## src/rtl/ep2_link_pkg.sv

```systemverilog
// Shared types and helpers for the EP2 inter-handler links.
package ep2_link_pkg;

   typedef enum logic {LINK_STRUCT, LINK_BUF} link_mode_e;

   typedef enum logic {DISP_IDLE, DISP_BURST} disp_state_e;

   // $clog2 that never returns 0, so a 1-entry range still gets a 1-bit index.
   function automatic int unsigned clog2_safe(input int unsigned n);
      return (n < 2) ? 1 : $clog2(n);
   endfunction

endpackage

```

## src/rtl/ep2_sync_fifo.sv

```systemverilog
// Single-clock first-word-fall-through FIFO with registered ready and occupancy.
module ep2_sync_fifo
   import ep2_link_pkg::*;
#(
   parameter int unsigned WIDTH = 8,
   parameter int unsigned DEPTH = 8
) (
   input  logic                         clk,
   input  logic                         rst_n,
   input  logic [WIDTH-1:0]             push_data,
   input  logic                         push_valid,
   output logic                         push_ready,
   output logic [WIDTH-1:0]             head_data_c,
   output logic                         head_valid_c,
   input  logic                         pop,
   output logic [$clog2(DEPTH+1)-1:0]   count
);

   localparam int unsigned PTR_W = clog2_safe(DEPTH);
   localparam int unsigned CNT_W = $clog2(DEPTH + 1);

   logic [WIDTH-1:0] mem [DEPTH];
   logic [PTR_W-1:0] wr_ptr;
   logic [PTR_W-1:0] rd_ptr;
   logic [CNT_W-1:0] count_nxt;
   logic             push;
   logic             pop_ok;

   assign push         = push_valid & push_ready;
   assign pop_ok       = pop & head_valid_c;
   assign head_valid_c = (count != '0);
   assign head_data_c  = mem[rd_ptr];

   always_comb begin
      count_nxt = count;
      if (push && !pop_ok) begin
         count_nxt = count + CNT_W'(1);
      end else if (!push && pop_ok) begin
         count_nxt = count - CNT_W'(1);
      end
   end

   // Ready looks at next occupancy, so a pop on the filling edge shows up one cycle late.
   always_ff @(posedge clk or negedge rst_n) begin
      if (!rst_n) begin
         wr_ptr     <= '0;
         rd_ptr     <= '0;
         count      <= '0;
         push_ready <= 1'b0;
      end else begin
         if (push) begin
            wr_ptr <= wr_ptr + PTR_W'(1);
         end
         if (pop_ok) begin
            rd_ptr <= rd_ptr + PTR_W'(1);
         end
         count      <= count_nxt;
         push_ready <= (count_nxt < CNT_W'(DEPTH));
      end
   end

   always_ff @(posedge clk) begin
      if (push) begin
         mem[wr_ptr] <= push_data;
      end
   end

endmodule

```

## src/rtl/ep2_event_dispatch.sv

```systemverilog
// Buffered EP2 link: FIFO plus round-robin dispatch to NUM_OUT consumer replicas.
module ep2_event_dispatch
   import ep2_link_pkg::*;
#(
   parameter int unsigned DATA_W   = 512,
   parameter int unsigned KEEP_W   = DATA_W / 8,
   parameter int unsigned BUF_MODE = 1,
   parameter int unsigned DEPTH    = 8,
   parameter int unsigned NUM_OUT  = 2,
   parameter int unsigned RR_SKIP  = 0
) (
   input  logic                         clk,
   input  logic                         rst,
   input  logic [DATA_W-1:0]            in_tdata,
   input  logic [KEEP_W-1:0]            in_tkeep,
   input  logic                         in_tlast,
   input  logic                         in_tvalid,
   output logic                         in_tready,
   output logic [NUM_OUT*DATA_W-1:0]    out_tdata,
   output logic [NUM_OUT*KEEP_W-1:0]    out_tkeep,
   output logic [NUM_OUT-1:0]           out_tlast,
   output logic [NUM_OUT-1:0]           out_tvalid,
   input  logic [NUM_OUT-1:0]           out_tready,
   output logic [$clog2(DEPTH+1)-1:0]   occupancy
);

   localparam link_mode_e  MODE   = (BUF_MODE != 0) ? LINK_BUF : LINK_STRUCT;
   localparam int unsigned WORD_W = (MODE == LINK_BUF) ? DATA_W + KEEP_W + 1 : DATA_W;
   localparam int unsigned SEL_W  = clog2_safe(NUM_OUT);

   logic [WORD_W-1:0] in_word;
   logic [WORD_W-1:0] head_word;
   logic              head_valid;
   logic [DATA_W-1:0] head_data;
   logic [KEEP_W-1:0] head_keep;
   logic              head_last;
   logic              pop;

   disp_state_e       state_q, state_d;
   logic [SEL_W-1:0]  sel_q, sel_d;
   logic [SEL_W-1:0]  tgt_q, tgt_d;
   logic              commit_q, commit_d;
   logic [SEL_W-1:0]  target;
   logic [SEL_W-1:0]  scan;
   logic              found;
   int unsigned       idx;
   logic [NUM_OUT-1:0] rdy_rot;

   generate
      if (MODE == LINK_BUF) begin : g_buf
         assign in_word = {in_tdata, in_tkeep, in_tlast};
         assign {head_data, head_keep, head_last} = head_word;
      end else begin : g_struct
         logic unused_sideband;
         assign unused_sideband = ^{in_tkeep, in_tlast};
         assign in_word   = in_tdata;
         assign head_data = head_word;
         assign head_keep = '1;
         assign head_last = 1'b1;
      end
   endgenerate

   ep2_sync_fifo #(
      .WIDTH (WORD_W),
      .DEPTH (DEPTH)
   ) u_fifo (
      .clk          (clk),
      .rst_n        (rst),
      .push_data    (in_word),
      .push_valid   (in_tvalid),
      .push_ready   (in_tready),
      .head_data_c  (head_word),
      .head_valid_c (head_valid),
      .pop          (pop),
      .count        (occupancy)
   );

   function automatic logic [SEL_W-1:0] next_sel(input logic [SEL_W-1:0] s);
      return (32'(s) == NUM_OUT - 1) ? '0 : s + SEL_W'(1);
   endfunction

   // First ready replica at or after sel, wrapping; falls back to sel.
   always_comb begin
      scan    = sel_q;
      found   = 1'b0;
      idx     = 0;
      rdy_rot = '0;
      for (int unsigned k = 0; k < NUM_OUT; k++) begin
         idx     = (32'(sel_q) + k) % NUM_OUT;
         rdy_rot = out_tready >> idx;
         if (!found && rdy_rot[0]) begin
            scan  = SEL_W'(idx);
            found = 1'b1;
         end
      end
   end

   // Once presented (commit) or mid-packet (BURST) the target is frozen.
   always_comb begin
      if (state_q == DISP_BURST || commit_q) begin
         target = tgt_q;
      end else if (RR_SKIP != 0) begin
         target = scan;
      end else begin
         target = sel_q;
      end
   end

   assign out_tvalid = head_valid ? (NUM_OUT'(1) << target) : '0;
   assign pop        = |(out_tvalid & out_tready);
   assign out_tdata  = {NUM_OUT{head_data}};
   assign out_tkeep  = {NUM_OUT{head_keep}};
   assign out_tlast  = {NUM_OUT{head_last}};

   always_comb begin
      state_d  = state_q;
      sel_d    = sel_q;
      tgt_d    = tgt_q;
      commit_d = commit_q;
      case (state_q)
         DISP_IDLE: begin
            if (pop) begin
               commit_d = 1'b0;
               if (head_last) begin
                  sel_d = next_sel(target);
               end else begin
                  tgt_d   = target;
                  state_d = DISP_BURST;
               end
            end else if (head_valid) begin
               commit_d = 1'b1;
               tgt_d    = target;
            end
         end
         DISP_BURST: begin
            if (pop && head_last) begin
               sel_d   = next_sel(tgt_q);
               state_d = DISP_IDLE;
            end
         end
         default: state_d = DISP_IDLE;
      endcase
   end

   always_ff @(posedge clk or negedge rst) begin
      if (!rst) begin
         state_q  <= DISP_IDLE;
         sel_q    <= '0;
         tgt_q    <= '0;
         commit_q <= 1'b0;
      end else begin
         state_q  <= state_d;
         sel_q    <= sel_d;
         tgt_q    <= tgt_d;
         commit_q <= commit_d;
      end
   end

endmodule

```

## config.mk

```make
export PLATFORM = sky130hd
export DESIGN_NAME = ep2_event_dispatch
export DESIGN_NICKNAME = d
export VERILOG_FILES = /design/src/rtl/ep2_link_pkg.sv /design/src/rtl/ep2_sync_fifo.sv /design/src/rtl/ep2_event_dispatch.sv
export SDC_FILE = /design/constraint.sdc
export NUM_CORES = 2
export LEC_CHECK = 0
export CORE_MARGIN = 10
export CORE_UTILIZATION = 30
export DETAILED_ROUTE_END_ITERATION = 6
export PLACE_DENSITY = 0.52
export SYNTH_ARGS = -nofsm -noshare
export SYNTH_HDL_FRONTEND = slang
export SYNTH_MEMORY_MAX_BITS = 65536
export SYNTH_SLANG_ARGS = --single-unit
```

## constraint.sdc

```tcl
create_clock -name clk -period 81.1 [get_ports clk]
set_input_delay 12.165 -clock clk [delete_from_list [all_inputs] [get_ports clk]]
set_output_delay 12.165 -clock clk [all_outputs]
set_load 0.02 [all_outputs]
```

Word-level counts from Yosys, hierarchy flattened
Memories as Yosys holds them, arrays and structs flattened. Index checks and enable logic that the tools add are counted.

Memories: 1. Word-level logic and storage cells: 58. Input port bits: 582. Bits in registers: 15. RAM bits: 4616. Output and inout port bits: 1161.

Reductions and logical operators: 12. $lt $le $gt $ge: 1. Shifts and indexed selects: 1. Muxes and demuxes: 21. Eq/ne operators: 4. Bitwise gates (word level): 4. Add/subtract/negate cells: 6.

Memory list: u_fifo.mem (words 8, bits a word 577, read ports 1, clocked after Yosys merged registers in 0, write ports 1, RTL line ep2_sync_fifo.sv:22) `logic [WIDTH-1:0] mem [DEPTH];`.

Operators with widths (count): $mux 1 (16); $mux 4 (2); $add 3x1->3 const B (2); $ne 2x2->1 const B (3); $reduce_and 3->1 (2); $add 4x1->4 const B (1); $lt 4x4->1 const B (1); $pmux 1 s2 (2); $reduce_bool 4->1 (1); $sub 4x1->4 const B (1); $logic_and 1x1->1 (3); $add 1x1->1 const B (2); $and 1x1->1 (2); $and 2x2->2 (1); $logic_not 1->1 (2); $mux 2 (1); $ne 2x1->1 const B (1); $reduce_and 2->1 (1); $reduce_bool 2->1 (1); $reduce_or 2->1 (1); $shl 1x1->2 const A (1); $logic_or 1x1->1 (1); $not 1->1 (1).

Depth between registers and ports, before layout
Depth in word-level cells: 11. Depth in mapped cells: 11. Gate-level depth less buffers: 11.

Hierarchy
A second synthesis with hierarchy kept.

Cell total of the unflattened synthesis: 7347. Area total of the unflattened synthesis: 178437.4 um^2.

Modules (own cells, without submodules): ep2_sync_fifo (instances 1, seq. area each 138888.2 um^2, cells each 6744, area an instance 173854.2 um^2); ep2_event_dispatch (instances 1, seq. area each 100.1 um^2, cells each 603, area an instance 4583.1 um^2).

Least setup slack after synthesis
OpenSTA, ideal clock, no wires.

Kind: input to register. Start: in in_tvalid. End: mem u_fifo.mem[0][0] (netlist name), enable pin. Stages: 2. Buffers on the path: 0. Data arrival time: 66.501 ns. Setup time: 2.931 ns. Setup slack: 11.668 ns. Required time: 78.169 ns. Cell sequence: nand2_1 nor4_1.

Word-level cells in the longest chain between the ends: 3.

Ends and longest elaborated chain: start: declaration (RTL line ep2_event_dispatch.sv:17) `input logic in_tvalid,`; $and 1x1->1 (RTL line ep2_sync_fifo.sv:29) `assign push = push_valid & push_ready;`; $mux 1 (RTL line ep2_sync_fifo.sv:63) `if (push) begin`; $mux 1 (not written as such) (RTL line ep2_sync_fifo.sv:64) `mem[wr_ptr] <= push_data;`; end: declaration (RTL line ep2_sync_fifo.sv:22).

Every way passes these cells.

Worst setup path in the final report
Start: reg u_fifo.rd_ptr[0]. End: out out_tdata[862].

Word-level cells in the longest chain between the ends: 1.

Ends and longest elaborated chain: start: declaration (RTL line ep2_sync_fifo.sv:24) `logic [PTR_W-1:0] rd_ptr;`; start signal: assignment (RTL line ep2_sync_fifo.sv:55) `rd_ptr <= rd_ptr + PTR_W'(1);`; $mem_v2 8x577; end: declaration (RTL line ep2_event_dispatch.sv:19) `output logic [NUM_OUT*DATA_W-1:0] out_tdata,`.

Every way passes these cells.

==> summary.md <==
| Metric | Value |
|---|---|
| Root buf cell | `clkbuf_16` |
| First-pass GRT wire length | `709,000 um` |
| # DRC | `0` |
| Sequential share of the synthesized area | `78.17%` |
| Synth cell count leaders | `edfxtp_1, mux4_2, mux2_2` |
| Clock Latency Late Sink | `0.99 ns` |
| Core area | `590,300 um2` |
| CTS tree | `done` |
| Post-CTS Hold Buffers | `0` |
| CP Cell Sequence | `buf_12 -> buf_4 -> buf_4 -> buf_4 -> buf_4 -> buf_4 -> mux4_2 -> mux2_2 -> clkdlybuf4s50_1` |
| Cell area power density | `41.52 nW/um2` |
| Area growth syn-to-layout | `21.65%` |
| Final Setup Violations | `0` |
| Largest net degree at the start of global routing | `134` |
| CTS sink cnt | `4,631` |
| Synth Register Bits | `4,631` |
| Crit end category | `output pin` |
| Synth area leader | `edfxtp_1` |
| Slew Limit Fails | `0` |
| VDD IR max | `0.00003332 V` |
| Antenna Nets Post-Route | `0` |
| DP Area | `200,700 um2` |
| Tcrit/Tclk final | `25.16%` |
| Die H | `789.9 um` |
| Async SR Flop Fraction | `0.3239%` |
| Hpwl dp | `340,000 um` |
| Share of cells above drive strength 1 | `28.14%` |
| EDFF count, synth | `4,616` |
| Routed WL per cell | `30.38 um` |
| Leakage | `66.94 nW` |
| Count leader, synth | `edfxtp_1` |
| Nets | `9,404` |
| Max incr delay on CP | `0.86 ns` |
| CP required | `68.93 ns` |
| Postcts setup bufs | `0` |
| Initial antenna violation count | `230` |
| H-tree lvl count | `5` |
| Port Buf Inserts | `1,742` |
| RSZ-0062 raised after global routing | `false` |
| Total CTS buffers | `477` |
| Clock-pin slew on the worst setup and hold paths | `0.06 ns` |
| Hold crit path type | `register to register` |
| Clock buffer depth | `4` |
| Setup_tns | `0 ns` |
| Initial DRC Count | `6,504` |
| Yosys top cell area share | `77.96%` |
| Gpl congestion | `0.7579` |
| Crit path time final | `20.40 ns` |
| Area occupied by multi-input gates | `33,030 um2` |
| Final Instance Area | `216,300 um2` |
| Setup CP Type | `register to output pin` |
| Fillers | `53,220` |
| Setup Skew | `0.05438 ns` |
| Initial core utilization | `30.12%` |
| Die Area | `623,900 um2` |
| Net Count, Synth | `7,923` |
| Yosys cell types | `38` |
| Final Hold Vio Count | `0` |
| GRT overflow | `0` |
| CP arrival | `8.24 ns` |
| Cell seen most often among critical-path stages | `buf_4` |
| Status | `finished clean` |
| Num rows | `282` |
| Post-CTS Resized | `0` |
| Slew @ Worst Pin | `1.252 ns` |
| Synth Flop Type | `edfxtp_1` |
| Vias in the first global route | `84,440` |
| Register area | `139,000 um2` |
| Slowest CP cell | `dfrtp_4` |
| Hold path cells | `1` |
| Syn Area/Cell | `24.24 um2` |
| DR vias/cell | `4.747` |
| # IOs | `1,743` |
| Routed WL | `518,800 um` |
| Maxcap violations | `0` |
| Register-to-Register Path Depth | `10` |
| Setup crit start kind | `register` |
| Total number of vias | `81,090` |
| Slew headroom | `16.56%` |
| Drt first pass iters | `7` |
| Area contributors post-synth | `edfxtp_1, mux4_2, mux2_2` |
| Crit path max fanout | `93` |
| Tot Pwr | `8.980 mW` |
| Mapped cell area | `177,800 um2` |
| Post-Synthesis Cells | `7,334` |
| Synthesis Warnings | `0` |
| Peak Freq | `49.01 MHz` |
| GRT Resource Usage Total | `15.97%` |
| Die Wd | `789.9 um` |
==> registers in the layout, indices dropped and copies added (netlist names), named ones only <==
signal,cells
commit_q,1
u_fifo.wr_ptr,3
sel_q,1
u_fifo.count,3
u_fifo.rd_ptr,3
u_fifo.push_ready,1
u_fifo.mem,4616
tgt_q,1
==> metal layers <==
layer  part of all wire, %  up-vias  track usage, %
li1                      -    33510               -
met1                    39    44050           19.38
met2                    52     2563           28.41
met3                   6.7      865           4.071
met4                   2.6      108           3.811
met5                  0.15        -               0
==> stage by stage <==
stage / util, % / hold slack (ns) / cells / worst slack [ns]
floorplan: - / 0.4894 / 7334 / 11.67
global placement: 34.01 / 0.5072 / 16150 / 61.44
detailed placement: 34.01 / 0.5273 / 16150 / 61.33
CTS: 36.62 / 0.5395 / 17030 / 60.15
global route: 36.63 / 0.5729 / 17040 / 59.82
finish: 36.64 / 0.5352 / 17080 / 60.70
==> worst max-delay path: cells and delay by family (launching register included) <==
family	cells	cell delay, ns
multiplexers	2	0.95
flip-flops	1	0.86
buffers and inverters	7	5.06
==> kinds of logic (layout without fill, tap and decap cells) <==
kind of cell | count (synthesis) | after routing | synth area share, %
other | 0 | 56 | 0
buffers and inverters | 903 | 2784 | 3.283
AND/OR/NAND/NOR | 33 | 33 | 0.09078
multiplexers | 1735 | 1735 | 18.30
flip-flops | 4631 | 4631 | 78.17
adder cells (fa/ha/maj) | 7 | 7 | 0.04926
XOR/XNOR | 4 | 4 | 0.01971
AO/OA/AOI/OAI | 21 | 21 | 0.09149
==> path summary, 6_finish.rpt <==
| check | startpoint | endpoint | slack (ns) |
|---|---|---|---|
| min | tgt_q | tgt_q | 0.54 |
| max | u_fifo.rd_ptr[0] | out_tdata[862] | 60.70 |
| max reg2reg | u_fifo.push_ready | u_fifo.mem[5][356] | 73.84 |
| min in group asynchronous | rst | async pin | 11.75 |
| max in group asynchronous | rst | u_fifo.rd_ptr[2] | 68.52 |
| min reg2reg | tgt_q | tgt_q | 0.54 |
==> cells in the final DEF (no fill, tap or decap), types with 8 or more instances in the layout <==
cell,n
edfxtp_1,4616
clkdlybuf4s50_1,1742
mux4_2,1154
mux2_2,580
clkbuf_16,480
buf_4,133
clkbuf_1,97
clkinv_1,94
clkinv_2,93
diode_2,56
bufinv_16,38
clkinvlp_4,24
buf_12,24
clkbuf_8,16
clkinv_16,15
dfrtp_1,12
inv_6,9
nand2_1,8
==> area by class of cell <==
type / instances / area share [%]
Multi-Input combinational cell: 1800 / 15.27
Tap cell: 7810 / 4.518
Clock inverter: 286 / 1.308
Inverter: 6 / 0.01041
Sequential cell: 4631 / 64.26
Antenna cell: 56 / 0.06478
Clock buffer: 593 / 5.823
Timing Repair Buffer: 1899 / 8.745
==> where the power goes <==
part / switching, mW / total [mW] / internal (mW)
Combinational: 2.22 / 3.85 / 1.63
Clock: 0.918 / 2.14 / 1.22
Sequential: 0.0667 / 2.99 / 2.92
Total: 3.20 / 8.98 / 5.78
Power figures use the tool's default switching activity.
